### src/rtl/setup_capture_pkg.sv
// -----------------------------------------------------------------------------
// setup_capture_pkg
// Shared definitions for the setup-word capture front end.
//   - P_SW_DEF : default switch word width
//   - state_t  : capture FSM state encoding (IDLE .. DEB_REL)
//   - level_t  : decoded game level encoding (LVL_0 .. LVL_3)
// -----------------------------------------------------------------------------
package setup_capture_pkg;

   localparam int P_SW_DEF = 8;

   typedef enum logic [2:0] {
      IDLE      = 3'd0,
      DEB_PRESS = 3'd1,
      CHECK     = 3'd2,
      OFFER     = 3'd3,
      DEB_REL   = 3'd4
   } state_t;

   typedef enum logic [1:0] {
      LVL_0 = 2'd0,
      LVL_1 = 2'd1,
      LVL_2 = 2'd2,
      LVL_3 = 2'd3
   } level_t;

endpackage

### src/rtl/setup_capture_sync2.sv
// -----------------------------------------------------------------------------
// setup_capture_sync2
// Parameterized-width two-flop synchronizer for asynchronous board inputs.
// Both stages clear to 0 on reset.
// Ports:
//   clk  in   system clock
//   R    in   synchronous active-low reset
//   d    in   [W-1:0] asynchronous input
//   q    out  [W-1:0] synchronized output (2 cycles of latency)
// -----------------------------------------------------------------------------
module setup_capture_sync2 #(
   parameter int W = 1
) (
   input  logic         clk,
   input  logic         R,
   input  logic [W-1:0] d,
   output logic [W-1:0] q
);

   logic [W-1:0] meta;

   always_ff @(posedge clk) begin
      if (!R) begin
         meta <= '0;
         q    <= '0;
      end else begin
         meta <= d;
         q    <= meta;
      end
   end

endmodule

### src/rtl/setup_capture.sv
// -----------------------------------------------------------------------------
// setup_capture
// Samples the level switches when the confirm key is pressed, debounces the
// press and the release, checks the word and offers a valid word to the
// control FSM over a valid/ready handshake. A bad word gives a one-cycle
// setup_err pulse instead.
//
// Handshake: setup_valid rises with setup_data already stable; setup_data is
// frozen while setup_valid=1; a transfer happens on any rising edge where
// setup_valid=1 and setup_ready=1, and setup_valid drops on that same edge.
// setup_ready is ignored while setup_valid=0.
//
// Configuration macro: SETUP_CAPTURE_SYNC_EN
//   defined   : sw and enter go through two-flop synchronizers (+2 cycles)
//   undefined : raw sw and enter are used directly
//
// Ports:
//   clk          in   system clock, rising edge
//   R            in   synchronous active-low reset
//   sw           in   [P_SW-1:0] raw switch word
//   enter        in   raw confirm key, active-high
//   setup_ready  in   consumer accepts the offered word
//   setup_data   out  [P_SW-1:0] frozen setup word
//   setup_valid  out  word offered, held until accepted
//   level        out  [1:0] setup_data[1:0]
//   setup_err    out  one-cycle pulse for a rejected word
// -----------------------------------------------------------------------------
module setup_capture
   import setup_capture_pkg::*;
#(
   parameter int P_SW       = P_SW_DEF,
   parameter int DEB_CYCLES = 50000
) (
   input  logic            clk,
   input  logic            R,
   input  logic [P_SW-1:0] sw,
   input  logic            enter,
   input  logic            setup_ready,
   output logic [P_SW-1:0] setup_data,
   output logic            setup_valid,
   output logic [1:0]      level,
   output logic            setup_err
);

   localparam int CW = $clog2(DEB_CYCLES + 1);
   localparam logic [CW-1:0] CNT_LAST = CW'(DEB_CYCLES - 1);
   localparam logic [CW-1:0] CNT_MAX  = CW'(DEB_CYCLES);

   logic [P_SW-1:0] sw_s;
   logic            enter_s;

`ifdef SETUP_CAPTURE_SYNC_EN
   logic [P_SW:0] sync_q;

   setup_capture_sync2 #(
      .W (P_SW + 1)
   ) u_sync (
      .clk (clk),
      .R   (R),
      .d   ({sw, enter}),
      .q   (sync_q)
   );

   assign sw_s    = sync_q[P_SW:1];
   assign enter_s = sync_q[0];
`else
   assign sw_s    = sw;
   assign enter_s = enter;
`endif

   // state is the FSM debug point that checkers bind to
   state_t        state;
   logic [CW-1:0] cnt;
   logic [CW-1:0] cnt_inc;
   logic          word_ok;

   // Saturating increment: the counter never wraps.
   assign cnt_inc = (cnt == CNT_MAX) ? cnt : cnt + CW'(1);
   assign word_ok = (sw_s[P_SW-1:2] == '0);
   assign level   = setup_data[1:0];

   always_ff @(posedge clk) begin
      if (!R) begin
         state       <= IDLE;
         cnt         <= '0;
         setup_data  <= '0;
         setup_valid <= 1'b0;
         setup_err   <= 1'b0;
      end else begin
         setup_err <= 1'b0;
         case (state)
            IDLE: begin
               cnt <= '0;
               if (enter_s) state <= DEB_PRESS;
            end
            // The cycle that left IDLE saw the key high; DEB_CYCLES further
            // consecutive high samples reach CHECK.
            DEB_PRESS: begin
               if (!enter_s) begin
                  state <= IDLE;
                  cnt   <= '0;
               end else if (cnt == CNT_LAST) begin
                  state <= CHECK;
                  cnt   <= cnt_inc;
               end else begin
                  cnt <= cnt_inc;
               end
            end
            CHECK: begin
               cnt <= '0;
               if (word_ok) begin
                  setup_data  <= sw_s;
                  setup_valid <= 1'b1;
                  state       <= OFFER;
               end else begin
                  setup_err <= 1'b1;
                  state     <= DEB_REL;
               end
            end
            OFFER: begin
               if (setup_ready) begin
                  setup_valid <= 1'b0;
                  cnt         <= '0;
                  state       <= DEB_REL;
               end
            end
            // Wait for a clean release so a held key cannot capture twice.
            DEB_REL: begin
               if (enter_s) begin
                  cnt <= '0;
               end else if (cnt == CNT_LAST) begin
                  cnt   <= '0;
                  state <= IDLE;
               end else begin
                  cnt <= cnt_inc;
               end
            end
            default: begin
               state       <= IDLE;
               cnt         <= '0;
               setup_valid <= 1'b0;
            end
         endcase
      end
   end

endmodule

### config.mk
export PLATFORM = sky130hd
export DESIGN_NAME = setup_capture
export DESIGN_NICKNAME = d
export VERILOG_FILES = /design/src/rtl/setup_capture_pkg.sv /design/src/rtl/setup_capture_sync2.sv /design/src/rtl/setup_capture.sv
export SDC_FILE = /design/constraint.sdc
export NUM_CORES = 1
export LEC_CHECK = 0
export CORE_AREA = 5 5 65 110
export DETAILED_ROUTE_END_ITERATION = 6
export DIE_AREA = 0 0 70 115
export PLACE_DENSITY = 0.46
export SYNTH_ARGS = -nofsm -noshare
export SYNTH_HDL_FRONTEND = slang
export SYNTH_SLANG_ARGS = --single-unit
### constraint.sdc
create_clock -name clk -period 2.2 [get_ports clk]
set_input_delay 0.44 -clock clk [delete_from_list [all_inputs] [get_ports clk]]
set_output_delay 0.44 -clock clk [all_outputs]
set_load 0.01 [all_outputs]
# --- Word-level counts from Yosys, hierarchy flattened ---
# Cells that the tools add are included.
classes:
  add_sub_neg: 1
  eq_ne: 12
  mux: 18
  reduce_logical: 7
  n_bitwise: 1
op_table:
  columns: ["op", "count"]
  rows:
  - ["$mux 16", 5]
  - ["$pmux 16 s3", 1]
  - ["$eq 16x16->1 const B", 2]
  - ["$mux 3", 7]
  - ["$add 16x1->16 const B", 1]
  - ["$pmux 3 s5", 1]
  - ["$ne 2x2->1 const B", 5]
  - ["$eq 3x2->1 const B", 2]
  - ["$logic_not 6->1", 1]
  - ["$reduce_and 5->1", 1]
  - ["$reduce_and 2->1", 2]
  - ["$eq 3x1->1 const B", 1]
  - ["$eq 3x3->1 const B", 1]
  - ["$logic_not 3->1", 1]
  - ["$mux 1", 3]
  - ["$ne 3x3->1 const B", 1]
  - ["$pmux 1 s3", 1]
  - ["$reduce_and 3->1", 1]
  - ["$reduce_or 3->1", 1]
  - ["$not 1->1", 1]
word_totals:
  out_inout_bits: 12
  register_bits: 29
  input_bits: 12
  elab_cells: 44

# --- Depth between registers and ports, before layout ---
# Gate-level depths: netlist of run 1.
logic_depth:
  ltp_word: 5
  ltp_mapped: 7
  ltp_nobuf: 6

# --- Worst setup path before layout of run 1 ---
# OpenSTA, ideal clock, no wires.
synth_path:
  kind: "input to register"
  from: "input port setup_ready"
  to: "register cnt[12]"
  cell_stages: 6
  t_arrival_ns: 1.704
  slack_ns: 0.409
  setup_time_ns: 0.087
  n_path_buf: 1
  t_required_ns: 2.113
  cell_sequence: "nor4bb_1 clkbuf_1 o31a_1 o31ai_2 or3b_2 o31ai_1"
synth_between:
  elab_chain_cells: 1
synth_lines:
  columns: ["element", "line_no", "source"]
  rows:
  - ["start, declared", "setup_capture.sv:38", "input logic setup_ready,"]
  - ["$ne 2x2->1 (no source line)", null, null]
  - ["end signal, assigned", "setup_capture.sv:104", "cnt <= cnt_inc;"]
  - ["end signal, assigned", "setup_capture.sv:106", "cnt <= cnt_inc;"]
  - ["end signal, assigned", "setup_capture.sv:135", "cnt <= cnt_inc;"]
  - ["end, declared", "setup_capture.sv:73", "logic [CW-1:0] cnt;"]
# No other way between the ends.
# A chain may end at the register's enable or synchronous reset.

# --- Worst setup path in the final report of run 1 ---
# Same ends and word-level chain as after synthesis.

==> results of run 1 <==
[area by class of cell]
| type | instances | area share [%] |
|---|---|---|
| multi-input cells | 123 | 41.7 |
| flip-flops and latches | 29 | 29.4 |
| clock buffers | 6 | 3.68 |
| repair buffers | 40 | 18.1 |
| well taps | 80 | 5.07 |
| inverters | 8 | 1.52 |
| clock inverters | 2 | 0.507 |
[layout by cell type (no fill, tap or decap), drive strengths merged, types with 3 or more instances in the layout]
cell type,netlist,final
o31ai,3,3
nand2,13,13
clkdlybuf4s50,0,23
nor4b,3,3
inv,8,8
xnor2,4,4
nor2,23,23
buf,4,17
and3,7,7
o21ai,3,3
dfxtp,29,29
nand4,6,6
mux2i,3,3
nand3,8,8
clkbuf,6,6
a21oi,9,9
xor2,5,5
and2,3,3
[kinds of logic after synthesis]
| kind of cell | synth area share (%) |
|---|---|
| xor+xnor | 5.33 |
| fa+ha+maj | 1.69 |
| compound gates | 14.1 |
| buf+inv | 5.24 |
| flops | 39.2 |
| mux | 2.03 |
| simple gates | 32.4 |
[critical path, stage by stage]
cell             delay [ns]
clkdlybuf4s50_1        0.44
nor4bb_1               0.29
buf_4                  0.21
o31a_1                 0.15
o31ai_2                0.08
or3b_2                 0.44
o31ai_1                0.07
[where the power goes]
part / internal [uW] / switching, uW / leakage (uW) / total, uW
combinational: 62.2 / 48.6 / 0.000416 / 111
sequential: 531 / 8.86 / 0.000234 / 539
clock: 219 / 205 / 0.0000450 / 423
total: 811 / 262 / 0.000695 / 1070
[cells in the mapped netlist (2+ instances only)]
cell / instances
and2_1: 3
xor2_1: 5
nand3_1: 8
nand4_1: 5
o31ai_1: 2
and4b_1: 2
nor2_1: 23
ha_1: 2
and3_1: 7
and4bb_2: 2
clkbuf_1: 6
or3_1: 2
or3b_2: 2
xnor2_1: 4
a21oi_1: 8
dfxtp_1: 29
buf_4: 2
mux2i_1: 3
nand2_1: 13
inv_1: 8
o21ai_0: 3
buf_2: 2
[how the worst max path moves through the flow]
stage / from / endpoint / cells after the start
floorplan: setup_ready / cnt[12] / 6
global placement: setup_ready / cnt[12] / 6
detailed placement: setup_ready / cnt[12] / 6
CTS: setup_ready / cnt[12] / 7
global route: sw[7] / state[1] / 5
finish: setup_ready / cnt[12] / 7
[per-stage QoR]
step                      instances  setup WS (ns)  util [%]  hold WS (ns)  total power, uW
final                           288          0.271      31.9         0.482             1070
after global routing            288         0.0993      31.9         0.505             1130
after CTS                       288          0.264      31.9         0.487             1090
after detailed placement        280        -0.0194      30.6         0.477              663
after global placement          280       -0.00852      30.6         0.468              664
after floorplan                 170          0.409         -         0.466              606
[registers in the layout, indices dropped and copies added, names as in the netlist]
| signal | flops |
|---|---|
| setup_err | 1 |
| setup_valid | 1 |
| state | 3 |
| cnt | 16 |
| setup_data | 8 |
[routing by layer]
metal	track usage, %	share of wire (%)	wire (um)
met4	6.14	4.0	153
met3	2.27	3.1	118
met5	0	0	0
met2	20.0	57	2210
met1	9.06	36	1380
==> flow_metrics.py, run 1 <==
metrics = {
    "outcome": {
        "status": "finished clean",
    },
    "route": {
        "route.detailed.drc": 0,
        "vias": 1320,
        "finalWirelength_um": 3870,
        "firstDrtPassIters": 3,
        "first_iter_violations": 63,
        "via_per_inst": 4.58,
        "ant_nets": 0,
        "post_drt_wl_per_cell_um": 13.4,
    },
    "min_path": {
        "hold_depth": 1,
        "hold_class": "reg2reg",
        "hp-start": "setup_data[3]",
        "min_to": "setup_data[3]",
    },
    "critical_path": {
        "worstPathRequired_ns": 2.40,
        "r2r_cells": 5,
        "cp.arrival_ns": 2.13,
        "worstSetupPathType": "in2reg",
        "r2r_end": "cnt[11]",
        "crit_fanout": 8,
        "reg2reg_setup_slack_ns": 0.36,
        "end_kind": "register",
        "r2r_start": "state[2]",
        "startpoint_type": "input pin",
    },
    "sta": {
        "drv_slew": 0,
        "tightest_slew_ns": 0.436,
        "fin_crit_ns": 1.93,
        "finalSetupViolations": 0,
        "tns_ns": 0,
        "fin_crit_sh_pct": 87.7,
        "fin_skew_ns": 0.00399,
        "hold_viol_final": 0,
        "rsz0062_at_grt": "false",
        "timing.fmax_mhz": 518,
        "relSlewSlack_pct": 70.8,
    },
    "cells_and_area": {
        "drive_gt1_share_pct": 16.8,
        "fin_nets": 221,
        "fin_area_sq_um": 1970,
        "ff_latch_area_sq_um": 581,
        "multi_input_area_sq_um": 822,
        "n_antenna_cell": 0,
        "area_growth_pct": 33.3,
        "nFillCells": 680,
    },
    "die": {
        "die_height_um": 115,
        "num_io_pins": 24,
        "start_util_pct": 23.9,
        "core_area_sq_um": 6180,
        "die_area_sq_um": 8050,
        "rows": 38,
        "die_w_um": 70,
    },
    "yosys": {
        "avgSynthCellArea_sq_um": 8.71,
        "ys_ff_latch": 29,
        "seq_area_frac_synth_pct": 39.2,
        "syn_inst": 170,
        "ys.flop_type": "dfxtp_1",
        "synth_top_area_share_pct": 39.2,
        "syn-cell-area_sq_um": 1480,
        "netlist_top_cells_area": "dfxtp_1 (39%), nor2_1 (5.8%), nand2_1 (3.3%)",
        "ys_types": 51,
        "async_flop_share_pct": 0,
        "synth_edf_count": 0,
        "yosys_warnings": 0,
        "synth_area_leader_cell": "dfxtp_1",
        "syn_nets": 184,
    },
    "cts": {
        "cts.repair.resized": 0,
        "cts_tree": "done",
        "clk_pin_slew_worst_paths_ns": 0.06,
        "root_buffer": "clkbuf_8",
        "clock-sinks": 29,
        "worstSkewPairLatency_ns": 0.28,
        "clockBufferDepth": 2,
        "post_cts_buffers": 0,
        "cts_htree_levels": 2,
        "cts_made_buffers": 5,
        "hold_buffers": 0,
    },
    "placement": {
        "dp_hpwl_um": 3050,
        "dpl_cell_area_sq_um": 1890,
        "place_congestion": 0.805,
        "io_buffer_count": 23,
    },
    "global_routing": {
        "grt_antenna_before_repair": 0,
        "grt_max_degree": 13,
        "grt_pass1_vias": 1334,
        "grt_pass1_wl_um": 6350,
        "overflow": 0,
        "track_usage_pct": 10.1,
    },
    "pwr": {
        "irDropWorstVdd_mv": 0.299,
        "power.leakage_uw": 0.000695,
        "powerDensity_nw_per_um2": 544,
    },
    "job": {
        "maxCapViolations": 0,
    },
}
No activity file was read; power rests on OpenSTA's default activity.
==> run 2, diff against run 1 <==
- CELL_PAD_IN_SITES_DETAIL_PLACEMENT: not set -> 1
- CELL_PAD_IN_SITES_GLOBAL_PLACEMENT: not set -> 2
- PLACE_DENSITY: 0.46 -> 0.67
- SLEW_MARGIN: not set -> 20
==> run 2 against run 1 <==
Against the previous run:
- sequential cell count stayed put
- setup slack better by 0.024 ns
- fmax is 1.3% higher
- first-iteration DRC count is 40% lower
- power is 7.4% higher
- clock power is 18% higher
- largest power group unchanged
- highest routed layer unchanged
==> flow_metrics.py, run 2 (same netlist as run 1, synthesis figures left out) <==
metrics = {
    "job": {
        "maxCapViolations": 0,
    },
    "sta": {
        "tightest_slew_ns": 0.416,
        "fin_skew_ns": 0.00579,
        "rsz0062_at_grt": "false",
        "drv_slew": 0,
        "relSlewSlack_pct": 72.2,
        "hold_viol_final": 0,
        "finalSetupViolations": 0,
        "fin_crit_sh_pct": 86.6,
        "fin_crit_ns": 1.90,
        "tns_ns": 0,
        "timing.fmax_mhz": 525,
    },
    "global_routing": {
        "grtUsageMet1_pct": 10.2,
        "grt_max_degree": 13,
        "overflow": 0,
        "grt_antenna_before_repair": 0,
        "grt_pass1_wl_um": 7380,
        "met2_usage_pct": 25.1,
        "top_usage_layer": "met2",
        "grt_util_met3_pct": 2.80,
        "grt_pass1_vias": 1490,
        "track_usage_pct": 11.9,
    },
    "critical_path": {
        "cp.arrival_ns": 2.10,
        "crit_buf_inv": 2,
        "worstSetupPathType": "in2reg",
        "startpoint_type": "input pin",
        "slowest_stage": "clkdlybuf4s50_1",
        "worstPathRequired_ns": 2.40,
        "crit_fanout": 6,
        "end_kind": "register",
        "crit_family": "simple AND/OR/NAND/NOR gates",
        "path_cells": "clkdlybuf4s50_1, nor4bb_1, buf_4, o31a_1, o31ai_2, or3b_2, o31ai_1",
        "r2r_cells": 6,
        "critical_path_cell_count": 7,
        "critical-path-max-stage-delay_ns": 0.45,
    },
    "route": {
        "via_per_inst": 4.69,
        "finalWirelength_um": 4420,
        "vias": 1365,
        "ant_nets": 0,
        "firstDrtPassIters": 4,
        "route.detailed.drc": 0,
        "post_drt_wl_per_cell_um": 15.2,
        "first_iter_violations": 38,
    },
    "cts": {
        "cts.repair.resized": 0,
        "worstSkewPairLatency_ns": 0.28,
        "hold_buffers": 0,
        "clk_pin_slew_worst_paths_ns": 0.07,
        "cts_htree_levels": 2,
        "cts_made_buffers": 5,
        "clock-sinks": 29,
        "clockBufferDepth": 2,
        "root_buffer": "clkbuf_8",
        "cts_tree": "done",
        "post_cts_buffers": 0,
    },
    "cells_and_area": {
        "fin_area_sq_um": 2010,
        "layout_common_cells": "dfxtp_1 (29), nor2_1 (23), clkdlybuf4s50_1 (23), buf_4 (20), nand2_1 (13)",
        "drive_gt1_share_pct": 18.5,
        "nFillCells": 751,
        "fin_nets": 224,
        "layout_commonest_cell": "dfxtp_1",
        "n_antenna_cell": 0,
        "regMostFlops": "cnt",
        "area_growth_pct": 36.1,
        "largest_reg_flops": 16,
        "reg.largest.list": "cnt (16), setup_data (8), state (3)",
    },
    "die": {
        "die_w_um": 70,
        "start_util_pct": 23.9,
        "die_height_um": 115,
        "rows": 38,
        "num_io_pins": 24,
        "die_area_sq_um": 8050,
        "core_area_sq_um": 6180,
    },
    "min_path": {
        "hold_class": "reg2reg",
        "hold_depth": 1,
    },
    "placement": {
        "dpl_cell_area_sq_um": 1910,
        "dp_hpwl_um": 3570,
        "io_buffer_count": 23,
        "place_congestion": 0.793,
    },
    "pwr": {
        "irDropWorstVdd_mv": 0.222,
        "powerDensity_nw_per_um2": 572,
        "power.leakage_uw": 0.000719,
        "power.total_uw": 1150,
    },
    "outcome": {
        "status": "finished clean",
    },
}
==> run 2: cell types whose count changed in the layout (fill, tap and decap cells not counted), sizes merged <==
cell / change
buf: +3
clkbuf: +1
clkinv: -1
==> run 2: routing by layer <==
| layer | vias up | part of all wire [%] |
|---|---|---|
| met1 | 653 | 35 |
| met4 | 0 | 2.1 |
| li1 | 685 | - |
| met5 | - | 0 |
| met3 | 6 | 3.5 |
| met2 | 21 | 59 |
==> run 2: final cells by class <==
| type | instances | area (sq um) | share of cell area, % |
|---|---|---|---|
| clock buffer | 7 | 96.3 | 4.78 |
| clock inverter | 1 | 5.00 | 0.248 |
| inverter | 8 | 30.0 | 1.49 |
| multi-input combinational | 123 | 822 | 40.8 |
| sequential | 29 | 581 | 28.8 |
| tap | 80 | 100 | 4.97 |
| timing repair buffer | 43 | 380 | 18.9 |
==> run 2: through the flow <==
stage	utilization, %	hold slack [ns]	cells	setup slack (ns)
detailed placement	31.0	0.473	283	-0.0187
CTS	32.6	0.488	291	0.287
finish	32.6	0.484	291	0.295
floorplan	-	0.466	170	0.409
global route	32.6	0.498	291	0.204
global placement	31.0	0.465	283	0.00268
==> run 2: worst register-to-register path, delay by kind of cell, from the launching register on <==
family | cells | cell delay [ns]
compound gates | 3 | 0.89
fa+ha+maj | 1 | 0.20
flops | 1 | 0.38
simple gates | 2 | 0.33
==> run 2: worst paths after layout <==
kind                 startpoint  slack [ns]       endpoint
setup / recovery    setup_ready        0.30        cnt[12]
hold / removal    setup_data[2]        0.48  setup_data[2]
setup reg to reg         cnt[1]        0.34       state[0]
hold reg to reg   setup_data[2]        0.48  setup_data[2]
==> run 2: power by group <==
part	total, uW	switching (uW)	internal (uW)
logic	109	48.7	60.3
clock network	501	219	283
registers	542	12.0	530
total	1150	280	873
